==> src/rtl/st_aligner.sv <==
// st_aligner: store-side lane aligner between the MEM stage and the data
// memory port. It takes a core store (func3, byte address, rs2 data) and
// issues word-aligned writes with byte strobes. A store that spills past a
// word boundary becomes two sequential beats (A, then A+4). Alternatively,
// with ALLOW_MISALIGN=0, it is rejected with an error pulse and never
// touches memory.
//
// Ports
//   clk, rst_n           clock, async active-low reset
//   st_valid / st_ready  store request handshake (ready only in IDLE)
//   func3                000 sb, 001 sh, 010 sw; anything else is an error
//   st_addr, st_data     byte address and rs2 value (value in low bits)
//   st_done / st_err     one-cycle completion pulse, err coincident on reject
//   mem_req / mem_ack    write beat request, held until acked
//   mem_addr             word-aligned beat address
//   mem_wdata, mem_wstrb lane-aligned data and byte enables
module st_aligner #(
  parameter int ADDR_W         = 32,
  parameter int ALLOW_MISALIGN = 1
) (
  input  logic              clk,
  input  logic              rst_n,
  input  logic              st_valid,
  output logic              st_ready,
  input  logic [2:0]        func3,
  input  logic [ADDR_W-1:0] st_addr,
  input  logic [31:0]       st_data,
  output logic              st_done,
  output logic              st_err,
  output logic              mem_req,
  output logic [ADDR_W-1:0] mem_addr,
  output logic [31:0]       mem_wdata,
  output logic [3:0]        mem_wstrb,
  input  logic              mem_ack
);

  localparam logic [1:0] IDLE  = 2'd0;
  localparam logic [1:0] BEAT0 = 2'd1;
  localparam logic [1:0] BEAT1 = 2'd2;

  logic [1:0]        r_state;
  logic              r_cross;
  logic [31:0]       r_hi_data;
  logic [3:0]        r_hi_strb;
  logic              r_req;
  logic [ADDR_W-1:0] r_addr;
  logic [31:0]       r_wdata;
  logic [3:0]        r_wstrb;
  logic              r_done;
  logic              r_err;

  logic [1:0]  w_off;
  logic [3:0]  w_mask;
  logic [31:0] w_dmask;
  logic        w_fvalid;
  logic [7:0]  w_strb8;
  logic [63:0] w_data64;
  logic        w_cross;
  logic        w_bad;
  logic        w_accept;

  assign w_off = st_addr[1:0];

  always_comb begin
    w_mask   = 4'h0;
    w_dmask  = 32'h0;
    w_fvalid = 1'b0;
    case (func3)
      3'b000: begin w_mask = 4'h1; w_dmask = 32'h0000_00FF; w_fvalid = 1'b1; end
      3'b001: begin w_mask = 4'h3; w_dmask = 32'h0000_FFFF; w_fvalid = 1'b1; end
      3'b010: begin w_mask = 4'hF; w_dmask = 32'hFFFF_FFFF; w_fvalid = 1'b1; end
      default: ;
    endcase
  end

  // Data is masked to the store width first so unused lanes come out zero.
  assign w_strb8  = {4'b0, w_mask} << w_off;
  assign w_data64 = {32'b0, st_data & w_dmask} << {w_off, 3'b000};
  assign w_cross  = |w_strb8[7:4];
  assign w_bad    = !w_fvalid || (w_cross && (ALLOW_MISALIGN == 0));
  assign w_accept = st_valid && (r_state == IDLE);

  always_ff @(posedge clk or negedge rst_n) begin
    if (!rst_n) begin
      r_state   <= IDLE;
      r_cross   <= 1'b0;
      r_hi_data <= 32'h0;
      r_hi_strb <= 4'h0;
      r_req     <= 1'b0;
      r_addr    <= '0;
      r_wdata   <= 32'h0;
      r_wstrb   <= 4'h0;
      r_done    <= 1'b0;
      r_err     <= 1'b0;
    end else begin
      r_done <= 1'b0;
      r_err  <= 1'b0;
      case (r_state)
        IDLE: begin
          if (w_accept) begin
            if (w_bad) begin
              // Rejected: pulse done+err next cycle, never raise mem_req.
              r_done <= 1'b1;
              r_err  <= 1'b1;
            end else begin
              r_state   <= BEAT0;
              r_req     <= 1'b1;
              r_addr    <= {st_addr[ADDR_W-1:2], 2'b00};
              r_wdata   <= w_data64[31:0];
              r_wstrb   <= w_strb8[3:0];
              r_cross   <= w_cross;
              r_hi_data <= w_data64[63:32];
              r_hi_strb <= w_strb8[7:4];
            end
          end
        end
        BEAT0: begin
          if (mem_ack) begin
            if (r_cross) begin
              // Second beat goes to the next word; wraps at the top of memory.
              r_state <= BEAT1;
              r_addr  <= r_addr + ADDR_W'(4);
              r_wdata <= r_hi_data;
              r_wstrb <= r_hi_strb;
            end else begin
              r_state <= IDLE;
              r_req   <= 1'b0;
              r_done  <= 1'b1;
            end
          end
        end
        BEAT1: begin
          if (mem_ack) begin
            r_state <= IDLE;
            r_req   <= 1'b0;
            r_done  <= 1'b1;
          end
        end
        default: begin
          r_state <= IDLE;
          r_req   <= 1'b0;
        end
      endcase
    end
  end

  assign st_ready  = (r_state == IDLE);
  assign st_done   = r_done;
  assign st_err    = r_err;
  assign mem_req   = r_req;
  assign mem_addr  = r_addr;
  assign mem_wdata = r_wdata;
  assign mem_wstrb = r_wstrb;

endmodule
==> config.mk <==
export PLATFORM = sky130hd
export DESIGN_NAME = st_aligner
export DESIGN_NICKNAME = d
export VERILOG_FILES = /design/src/rtl/st_aligner.sv
export SDC_FILE = /design/constraint.sdc
export NUM_CORES = 1
export LEC_CHECK = 0
export BUFFER_PORTS_ARGS = -buffer_cell sky130_fd_sc_hd__buf_4
export CORE_MARGIN = 2
export CORE_UTILIZATION = 47
export DETAILED_ROUTE_END_ITERATION = 10
export GPL_TIMING_DRIVEN = 0
export PLACE_DENSITY = 0.7
export REMOVE_ABC_BUFFERS = 1
export SLEW_MARGIN = 40
export SYNTH_ARGS = -nofsm -noshare
export SYNTH_HDL_FRONTEND = slang
export SYNTH_SLANG_ARGS = --single-unit
==> constraint.sdc <==
create_clock -name clk -period 3.85 [get_ports clk]
set_clock_uncertainty 0.2 [all_clocks]
set_input_delay 0.385 -clock clk [delete_from_list [all_inputs] [get_ports clk]]
set_output_delay 0.385 -clock clk [all_outputs]
set_load 0.005 [all_outputs]
* Word level (Yosys, flattened, before mapping) *
Index checks and enable logic that the tools add are counted.

cells by class
  mux-type cells = 37
  equality and inequality tests = 10
  bitwise gates (word level) = 1
  reduce and logical (&&, ||, !) cells = 10
  shifts and indexed selects = 2
  divide/modulo/power cells = 0
  $lt $le $gt $ge = 0
  add/sub/neg operators = 1
  $mul = 0

operator list
  cell                                                   number
  2-to-1 mux 32 bit                                      8
  case mux 32 bit (2 select lines)                       2
  case mux 32 bit (3 select lines)                       1
  left shift 32 x 5 -> 64 bit                            1
  adder 32 x 3 -> 32 bit, second input constant          1
  bitwise AND 32 bit                                     1
  2-to-1 mux 4 bit                                       4
  2-to-1 mux 1 bit                                       12
  case mux 4 bit (3 select lines)                        1
  2-to-1 mux 2 bit                                       5
  AND reduction 5 bit                                    2
  inequality test 2 bit, second input constant           4
  case mux 4 bit (2 select lines)                        1
  left shift 4 x 2 -> 8 bit                              1
  case mux 1 bit (3 select lines)                        2
  case mux 2 bit (3 select lines)                        1
  inequality test 2 x 1 -> 1 bit, second input constant  2
  AND reduction 4 bit                                    1
  OR reduction 4 bit                                     1
  equality test 3 x 1 -> 1 bit, second input constant    1
  equality test 3 x 2 -> 1 bit, second input constant    1
  logical NOT 3 bit                                      1
  AND reduction 3 bit                                    1
  OR reduction 3 bit                                     1
  5 further kinds                                        5

word-level totals
  memory bits (writable) = 0
  memories kept = 0
  memory bits (read-only) = 0
  register bits after elaboration = 110
  bits of input ports = 71
  output and inout bits = 72
  bits in latches = 0

* Longest topological paths before layout *
  depth after elaboration = 7
  gate-level depth with buffers = 8
  gate-level depth less buffers = 6

* Worst setup path after synthesis *
No wires, ideal clock.

  path kind = register to register
  from = register r_addr[17] (netlist: mem_addr[17])
  to = register r_addr[28] (netlist: mem_addr[28])
  path slack = 1,654 ps
  library setup time = 137 ps
  cell stages (with the launch flop) = 7
  path buffers = 1
  period minus slack after synthesis = 2,196 ps
  arrival time = 1,859 ps
  data required time = 3,513 ps
  path through = dfrtp_1 -> nand3_1 -> or4_4 -> buf_6 -> or3_4 -> o32ai_2 -> a21oi_1

between the ends
  word-level cells in the longest chain between the ends = 4

ends and longest elaborated chain
  what                              RTL line  source
  from (decl)                       46        logic [ADDR_W-1:0] r_addr;
  from (signal assigned)            108       r_addr <= {st_addr[ADDR_W-1:2], 2'b00};
  from (signal assigned)            122       r_addr <= r_addr + ADDR_W'(4);
  adder 32 x 3 -> 32 bit            122
  2-to-1 mux 32 bit                 119       if (r_cross) begin
  2-to-1 mux 32 bit                 118       if (mem_ack) begin
  case mux 32 bit (2 select lines)  98        case (r_state)

Every way passes these cells. The select of a mux whose other input is x is not followed.
A chain may end at the register's enable or synchronous reset.

* Final worst setup path *
  from = register r_state[0]
  to = register r_hi_data[19]

between the ends
  word-level cells in the longest chain between the ends = 3

ends and longest elaborated chain
  what                                    RTL line  source
  from (decl)                             41        logic [1:0] r_state;
  from (signal assigned)                  85        r_state <= IDLE;
  from (signal assigned)                  106       r_state <= BEAT0;
  from (signal assigned)                  121       r_state <= BEAT1;
  logical NOT 2 bit *                     81, 98
  logical AND 1 bit                       81        assign w_accept = st_valid && (r_state == IDLE);
  AND reduction 3 bit (no source line) *  --
  to (signal assigned)                    112       r_hi_data <= w_data64[63:32];
  to (decl)                               43        logic [31:0] r_hi_data;

Every way passes the cells marked *; elsewhere a longest branch is shown, timed or not.

==> metrics.md <==
| Metric | Value |
|---|---|
| Run status | finished clean |
| Commonest non-fill, non-tap cell in the layout | buf_4 |
| Switching pwr | 0.001101 W |
| Max_slew headroom | 47.62% |
| Pwr/cell area | 481.8 nW/µm² |
| Post-DP Area | 6609 µm² |
| Routed len/inst | 19.53 µm |
| Syn Area/Cell | 8.710 µm² |
| Switching share of power | 32.88% |
| Worst-Margin Slew | 783.1 ps |
| Adder-cell area share of the yosys netlist | 0.2332% |
| CP Capture Type | flop |
| Share of total power in the clock network | 27.9% |
| Starting Density | 47.60% |
| Maxcap violations | 0 |
| Compound-cell area share of the yosys netlist | 27.17% |
| Clock transition at path regs | 60 ps |
| Nets | 801 |
| Achievable Freq | 0.3346 GHz |
| Initial antenna violation count | 0 |
| Inserted Diodes | 0 |
| Worst hold path type | in2reg |
| Number of global-route vias before repair | 5,270 |
| 1st-iter DRT viols | 495 |
| Number of enable flip-flop cells after synthesis | 0 |
| Critical Path RT | 3930 ps |
| Final Hold Fails | 0 |
| Die Height | 110.8 µm |
| Final min period | 2989 ps |
| Antenna Nets Post-Route | 0 |
| Register area share after synthesis | 46.18% |
| Kind of critical path | reg2reg |
| FF+latch count, synth | 99 |
| FFs w/ async S/R, synth | 100.0% |
| Die X | 110.8 µm |
| Total number of vias | 5,491 |
| DP HPWL | 11.86 mm |
| RSZ-0062 raised after global routing | false |
| Finished Cell Area | 6949 µm² |
| CTS Root Cell | clkbuf_16 |
| Yosys warns | 0 |
| TritonCTS clock tree | done |
| Post-Syn Instances | 616 |
| Critical-path maximum fanout | 36 |
| CP cell instances | buf_12, or3b_2, nor2_1, nand2_1, nor2_2, a22o_1 |
| Simple-Gate Fraction of Synth Area | 19.85% |
| I/O Pins | 143 |
| Seq pwr share | 43.4% |
| Worst skew pair latency | 350 ps |
| Gr usage total | 27.46% |
| Commonest non-fill, non-tap cells in the layout | buf_4, dfrtp_1, nand2_1 |
| Core area | 11,270 µm² |
| Final core occ | 61.65% |
| CP Launch Type | flop |
| Synth cell types | 60 |
| Worst EP arrival | 3070 ps |
| First-pass GRT wire length | 27.21 mm |
| Residual DRC | 0 |
| Rows | 39 |
| Crit share post-route | 77.63% |
| Top cell family by delay on the critical path | simple AND/OR/NAND/NOR gates |
| Layout area overhead | 29.52% |
| IR drop worst, VDD | 287.9 µV |
| CTS Buffer Depth | 2 |
| Largest family of logic cells by synthesized area | compound AO/OA/AOI/OAI gates |
| Most used DFF post-synth | dfrtp_1 |
| Cell area after synthesis | 5365 µm² |
| Number of H-tree levels | 3 |
| Combinational power share | 28.8% |
| Final setup viols | 0 |
| XOR/XNOR Fraction of Synth Area | 0.1632% |
| Share of cells above drive strength 1 | 25.65% |
| Total Routed Length | 17.11 mm |
| Hold WS | 71.61 ps |
| Total CTS buffers | 9 |
| LEAKAGE | 3.015 nW |
| GRT Residual Overflow | 0 |
| Slowest stage delay, CP | 610 ps |
| IO Port Bufs | 140 |
| Slowest cell on the critical path | dfrtp_4 |
| WP buf/inv | 1 |
| GP Congestion | 0.8812 |
| Largest net degree at the start of global routing | 100 |
| CTS sink cnt | 99 |
| DR pass1 iterations | 5 |
| Drt via density | 6.268 |
| Post-CTS Setup Repair Bufs | 0 |
| Die Area | 12,290 µm² |
| Mux contribution to synthesized area | 2.052% |
| Fin. max-slew vios | 0 |
| Internal power | 0.002247 W |
final timing paths:
| check | slack (ps) | cells past startpoint | end | from |
|---|---|---|---|---|
| hold / removal | 70 | 2 | r_hi_data[17]$_DFFE_PN0P_ | st_data[25] |
| min in group asynchronous | 300 | 2 | mem_addr[3]$_DFFE_PN0P_ | rst_n |
| max in group asynchronous | 2540 | 3 | r_hi_data[17]$_DFFE_PN0P_ | rst_n |
| hold reg to reg | 280 | 2 | r_hi_strb[1]$_DFFE_PN0P_ | r_hi_strb[1]$_DFFE_PN0P_ |
| setup / recovery | 860 | 6 | r_hi_data[19]$_DFFE_PN0P_ | r_state[0]$_DFFE_PN0P_ |
| setup reg to reg | 860 | 6 | r_hi_data[19]$_DFFE_PN0P_ | r_state[0]$_DFFE_PN0P_ |
power groups by stage:
stage               Combinational (W)  Sequential (W)  Clock, W
floorplan                    0.000398         0.00144         0
global placement             0.000898         0.00147         0
detailed placement           0.000960         0.00147         0
CTS                          0.000964         0.00145  0.000948
global route                  0.00106         0.00148  0.000995
finish                       0.000964         0.00145  0.000932
stage by stage:
step	setup TNS [ps]	worst slack, ps	instances	power [W]
after detailed placement	0	871.8	859	0.002427
after floorplan	-14250	-667.8	567	0.001841
final	0	861.2	876	0.003348
after global placement	-150560	-2956	850	0.002363
after CTS	0	850.3	875	0.003361
after global routing	0	715.7	876	0.003536
area by class of cell:
cell class                      instances  area (µm²)
Clock inverter                          4       50.05
Timing Repair Buffer                  151        1231
Fill cell                             961        4323
Multi-Input combinational cell        463        2736
Clock buffer                           11       252.7
Inverter                                5       18.77
Tap cell                              143       178.9
Sequential cell                        99        2481
state kept, by name, indices dropped and copies added (netlist names), 2 cells and up:
register   cells
r_state        2
r_hi_data     24
mem_addr      30
r_hi_strb      3
mem_wdata     32
mem_wstrb      4
cell usage after synthesis (3+ instances only):
library cell | n | area, µm²
inv_1 | 5 | 18.77
nand2b_1 | 4 | 25.02
a22o_1 | 10 | 87.58
o22ai_1 | 11 | 68.82
o32ai_1 | 3 | 26.28
nor3b_1 | 5 | 37.54
or3_1 | 6 | 37.54
a31oi_1 | 11 | 68.82
nand3_1 | 13 | 65.06
and4_1 | 4 | 35.03
nor3_1 | 25 | 125.1
nand2_1 | 80 | 300.3
buf_2 | 7 | 35.03
o41ai_1 | 3 | 26.28
mux2i_1 | 11 | 110.1
a21o_1 | 5 | 37.54
nor4_1 | 6 | 37.54
o21ai_0 | 78 | 390.4
clkbuf_1 | 36 | 135.1
nor2_1 | 47 | 176.4
nand4_1 | 5 | 31.28
dfrtp_1 | 99 | 2477
a221o_1 | 8 | 80.08
a32oi_1 | 17 | 148.9
and3_1 | 6 | 37.54
a21oi_1 | 54 | 270.3
buf_1 | 4 | 15.01
a211oi_1 | 5 | 37.54
a221oi_1 | 9 | 78.83
a311oi_1 | 3 | 26.28
repair_timing:
action	CTS	global route
gates resized for setup	0	0
hold buffers	1	0
endpoints found under the hold margin	99	0
worst register-to-register path: stages, from the launching register on:
cell	delay [ps]
dfrtp_4	610
buf_12	240
or3b_2	540
nor2_1	550
nand2_1	150
nor2_2	410
a22o_1	230
metal layers:
metal	wire length, µm	track usage, %	share of wire [%]	up-vias
met2	8269	44.21	48	257
li1	-	-	-	2527
met3	1283	5.194	7.5	30
met4	374	10.33	2.2	0
met5	0	0	0	-
met1	7185	37.06	42	2677
logic make-up (layout without fill, tap and decap cells):
logic type | Yosys count | count (layout)
AND/OR/NAND/NOR | 218 | 218
multiplexers | 11 | 11
adder cells (fa/ha/maj) | 1 | 1
XOR/XNOR | 1 | 1
other | 1 | 2
AO/OA/AOI/OAI | 230 | 230
flip-flops | 99 | 99
buffers and inverters | 55 | 171
(Power assumes the default switching activity.)
